===== src/rtl/cache_flush_seq.sv =====
// Whole-cache flush sequencer: D-cache clean+invalidate walk, writeback
// drain, then I-cache invalidate walk, with fetch/LSU stalls while active.
module cache_flush_seq #(
  parameter int IC_SETS = 64,
  parameter int DC_SETS = 64,
  parameter int IDX_W   = 6
) (
  input  logic             clk,
  input  logic             rst_n,
  input  logic             ic_flush_req,
  input  logic             dc_flush_req,
  output logic             dc_cmd_valid,
  input  logic             dc_cmd_ready,
  output logic [IDX_W-1:0] dc_cmd_idx,
  input  logic             dc_wb_busy,
  output logic             ic_cmd_valid,
  input  logic             ic_cmd_ready,
  output logic [IDX_W-1:0] ic_cmd_idx,
  output logic             fetch_stall,
  output logic             mem_stall,
  output logic             busy,
  output logic             ic_flush_done,
  output logic             dc_flush_done
);

  typedef enum logic [1:0] {
    IDLE     = 2'd0,
    DC_WALK  = 2'd1,
    DC_DRAIN = 2'd2,
    IC_WALK  = 2'd3
  } state_t;

  localparam logic [IDX_W-1:0] DC_LAST = IDX_W'(DC_SETS - 1);
  localparam logic [IDX_W-1:0] IC_LAST = IDX_W'(IC_SETS - 1);

  state_t           state, state_n;
  logic [IDX_W-1:0] idx, idx_n;
  logic             ic_pend, ic_pend_n;
  logic             dc_pend, dc_pend_n;

  always_ff @(posedge clk or negedge rst_n) begin
    if (!rst_n) begin
      state   <= IDLE;
      idx     <= '0;
      ic_pend <= 1'b0;
      dc_pend <= 1'b0;
    end else begin
      state   <= state_n;
      idx     <= idx_n;
      ic_pend <= ic_pend_n;
      dc_pend <= dc_pend_n;
    end
  end

  // A request arriving in the same cycle a pend bit is consumed re-arms it.
  always_comb begin
    state_n   = state;
    idx_n     = idx;
    ic_pend_n = ic_pend | ic_flush_req;
    dc_pend_n = dc_pend | dc_flush_req;
    unique case (state)
      IDLE: begin
        if (dc_pend) begin
          state_n   = DC_WALK;
          idx_n     = '0;
          dc_pend_n = dc_flush_req;
        end else if (ic_pend) begin
          state_n   = IC_WALK;
          idx_n     = '0;
          ic_pend_n = ic_flush_req;
        end
      end
      DC_WALK: begin
        if (dc_cmd_ready) begin
          if (idx == DC_LAST) begin
            state_n = DC_DRAIN;
            idx_n   = '0;
          end else begin
            idx_n = idx + 1'b1;
          end
        end
      end
      DC_DRAIN: begin
        if (!dc_wb_busy) begin
          idx_n = '0;
          if (ic_pend) begin
            state_n   = IC_WALK;
            ic_pend_n = ic_flush_req;
          end else begin
            state_n = IDLE;
          end
        end
      end
      IC_WALK: begin
        if (ic_cmd_ready) begin
          if (idx == IC_LAST) begin
            state_n = IDLE;
            idx_n   = '0;
          end else begin
            idx_n = idx + 1'b1;
          end
        end
      end
      default: begin
        state_n = IDLE;
        idx_n   = '0;
      end
    endcase
  end

  always_comb begin
    dc_cmd_valid  = 1'b0;
    dc_cmd_idx    = '0;
    ic_cmd_valid  = 1'b0;
    ic_cmd_idx    = '0;
    dc_flush_done = 1'b0;
    ic_flush_done = 1'b0;
    unique case (state)
      DC_WALK: begin
        dc_cmd_valid = 1'b1;
        dc_cmd_idx   = idx;
      end
      DC_DRAIN: begin
        dc_flush_done = !dc_wb_busy;
      end
      IC_WALK: begin
        ic_cmd_valid  = 1'b1;
        ic_cmd_idx    = idx;
        ic_flush_done = ic_cmd_ready && (idx == IC_LAST);
      end
      default: ;
    endcase
  end

  assign mem_stall   = (state == DC_WALK) || (state == DC_DRAIN) || dc_pend;
  assign fetch_stall = (state != IDLE) || ic_pend || dc_pend;
  assign busy        = (state != IDLE) || ic_pend || dc_pend;

endmodule

===== config.mk =====
export PLATFORM = sky130hd
export DESIGN_NAME = cache_flush_seq
export DESIGN_NICKNAME = d
export VERILOG_FILES = /design/src/rtl/cache_flush_seq.sv
export SDC_FILE = /design/constraint.sdc
export NUM_CORES = 1
export LEC_CHECK = 0
export ABC_CLOCK_PERIOD_IN_PS = 2350
export CORE_UTILIZATION = 35
export DETAILED_ROUTE_END_ITERATION = 8
export PLACE_DENSITY = 0.64
export SETUP_SLACK_MARGIN = 0.2
export SLEW_MARGIN = 20
export SYNTH_ARGS = -nofsm -noshare
export SYNTH_HDL_FRONTEND = slang
export SYNTH_SLANG_ARGS = --single-unit

===== constraint.sdc =====
create_clock -name clk -period 2.35 [get_ports clk]
set_input_delay 0.235 -clock clk [delete_from_list [all_inputs] [get_ports clk]]
set_output_delay 0.235 -clock clk [all_outputs]
set_load 0.1 [all_outputs]

==> results.toml <==
[place]
place_area_um2 = 1040
place_inst = 125
port_buffers = 25
dpl.hpwl_um = 1260
place_ws_ns = 0.446
gp_congestion = 0.732

[sta]
rsz0062_at_grt = "false"
timing.fmax_mhz = 520
setup_viol = 0
worst_clock_skew_ns = 0.00171
slew_headroom_pct = 67.9
hold-worst-slack_ns = 0.292
fin_tns_setup_ns = 0
tightest_slew_ns = 0.481
worst_slack_ns = 0.427
min_period_ns = 1.92
final_max_slew_viol_count = 0
fin_crit_sh_pct = 81.8
hold_violations = 0

[synth]
yosysSeqAreaShare_pct = 34.9
synthCells = 74
ys_seq_elements = 10
syn_area_um2 = 717
syn_area_per_cell_um2 = 9.69
synth.distinct_cells = 29
syn-num-nets = 86
yosys_warnings = 0

[critical_path]
cp_slowest_stage_delay_ns = 0.46
reg2regPathDepth = 6
cp_num_buf_inv = 2
worst-r2r-setup-slack_ns = 0.44
slowest_stage = "or3b_4"
setup.worst_path.class = "flip-flop to primary output"
cpLargestDelayFamily = "simple AND/OR/NAND/NOR gates"
crit_path_end_kind = "primary output"
cp_cell_sequence = "inv_1, ha_1, or3b_4, buf_12"
worstPathArrival_ns = 1.69
timing.rr.start = "state[1]$_DFFE_PN0P_"
r2r-end = "state[0]$_DFFE_PN0P_"
cp_max_fo = 4
required_ns = 2.12
critPathLaunchType = "flip-flop"

[hold_path]
worstHoldPathType = "primary input to async pin"

[clocking]
clk_path_buf_depth = 2
htreeDepth = 1
ctsResizeCount = 0
clock_latency_ns = 0.27
root_buffer = "clkbuf_4"
path_clk_slew_ns = 0.07
cts_tree = "done"
cts_setup_buffers = 0
cts_buffers = 3
hold_buffers = 0
cts_sinks = 10

[die]
die_area_um2 = 2230
die_x_um = 47.3
core_region_area_um2 = 1940
fp.dieH_um = 47.3
num_rows = 16
start_util_pct = 36.9
io-pin-count = 26

[global_routing]
overflow = 0
grt_pass1_wl_um = 2550
grt_pass1_vias = 589
grt.total_usage_pct = 16.6
grt_max_degree = 11
antenna_found_initial = 0

[route]
drtIter0Drc = 7
totalWireLength_um = 1620
post-route-drc-count = 0
dr.pass1.iters = 3
vias = 624
wire_per_inst_um = 12.5
final_antenna_net_count = 0
vias_per_cell = 4.84

[layout]
diodes = 0
drive_gt1_share_pct = 42.2
fin_nets = 115
fin_util_pct = 55.5
fin_area_um2 = 1080
seq_area_um2 = 250
fin_cells = 129
multiInputGateArea_um2 = 479
nFillCells = 167
syn_to_final_growth_pct = 50.4

[power]
clkPwrFrac_pct = 11.6
p_switching_mw = 0.737
p_comb_share_pct = 68.1
p_seq_share_pct = 20.3
power_mw = 1.38
p_sw_share_pct = 53.5
p_leak_nw = 0.497
p_int_mw = 0.641
ir_drop_mv = 0.802
p_per_area_nw_per_um2 = 1280

[outcome]
outcome = "finished clean"

[job]
maxCapViolCount = 0
[how the worst max path moves through the flow]
stage                              start                   end  slack (ns)  cells after the start
finish              state[1]$_DFFE_PN0P_                  busy        0.43                      4
global route        state[0]$_DFFE_PN0P_    idx[4]$_DFFE_PN0P_        0.31                      6
CTS                 state[1]$_DFFE_PN0P_                  busy        0.43                      4
detailed placement  state[1]$_DFFE_PN0P_    idx[0]$_DFFE_PN0P_        0.45                      6
global placement    state[1]$_DFFE_PN0P_  state[0]$_DFFE_PN0P_        0.50                      6
floorplan           state[0]$_DFFE_PN0P_         ic_flush_done       -0.05                      5
[worst reg2reg max path, stage by stage, from the launching register on]
cell and delay [ns]:
dfrtp_1 0.43, inv_1 0.13, ha_1 0.21, or3b_4 0.46, o2111ai_4 0.18, nor2b_4 0.08
mux2_4 0.30
[flip-flops by register name, summed over array words and instances, names as in the netlist]
signal	cells
ic_pend	1
dc_pend	1
state	2
idx	6
[cell usage in the layout (no fill, tap or decap), types with 2 or more instances in the layout]
master and instances:
a22o_1 3, nand2_1 4, clkbuf_4 3, and2_2 5, a21boi_1 2, o21bai_1 2
o21ai_0 3, nor2_4 3, inv_1 7, dfrtp_1 10, ha_1 3, nand4_1 2
buf_12 4, buf_4 15, clkdlybuf4s50_1 6, and2_1 6, and3_1 2, a21o_1 2
or3_1 2
[cell families after synthesis]
| family | Yosys count | synth area share (%) |
|---|---|---|
| buf+inv | 8 | 4.71 |
| mux | 3 | 5.06 |
| simple gates | 33 | 28.1 |
| fa+ha+maj | 5 | 8.73 |
| compound gates | 15 | 18.5 |
| flops | 10 | 34.9 |
[layer usage]
layer,share of wire (%),vias up,GRT usage (%)
met1,42,290,19.9
met4,0.68,0,6.86
li1,-,312,-
met2,53,20,29.3
met5,0,-,0
met3,3.3,2,2.31
[power groups by stage]
stage / Sequential (mW) / Clock [mW] / Combinational (mW)
after floorplan: 0.268 / 0 / 0.784
after global placement: 0.279 / 0 / 0.934
after detailed placement: 0.282 / 0 / 0.946
after CTS: 0.279 / 0.162 / 0.949
after global routing: 0.290 / 0.169 / 1.01
final: 0.279 / 0.159 / 0.939
[synthesized netlist by cell type]
cell        n  area [um2]
nand3_1     1        5.00
nor2_1      3        11.3
a21boi_1    2        15.0
nand2_2     1        6.26
and3_1      2        12.5
nor2b_4     1        13.8
mux2i_1     1        10.0
mux2_2      1        11.3
o21ai_0     3        15.0
o21bai_1    2        15.0
or2b_1      1        7.51
or3_1       2        12.5
nand2_1     4        15.0
o22ai_2     1        12.5
nor2_2      1        6.26
ha_1        5        62.6
o2111ai_4   1        26.3
a22o_1      3        26.3
dfrtp_1    10         250
or3b_4      1        11.3
nand4_1     2        12.5
a21o_1      2        15.0
or2_2       1        6.26
inv_1       7        26.3
and2_1     11        68.8
mux2_4      1        15.0
buf_4       1        7.51
o211ai_1    1        7.51
nor2b_1     2        12.5
[final cells by class]
| type | count | share of cell area [%] |
|---|---|---|
| Inverter | 7 | 2.44 |
| Multi-Input combinational cell | 56 | 44.4 |
| Tap cell | 27 | 3.13 |
| Sequential cell | 10 | 23.2 |
| Clock buffer | 4 | 3.36 |
| Timing Repair Buffer | 25 | 23.4 |
Note: power is estimated with default switching activity, not from simulation.
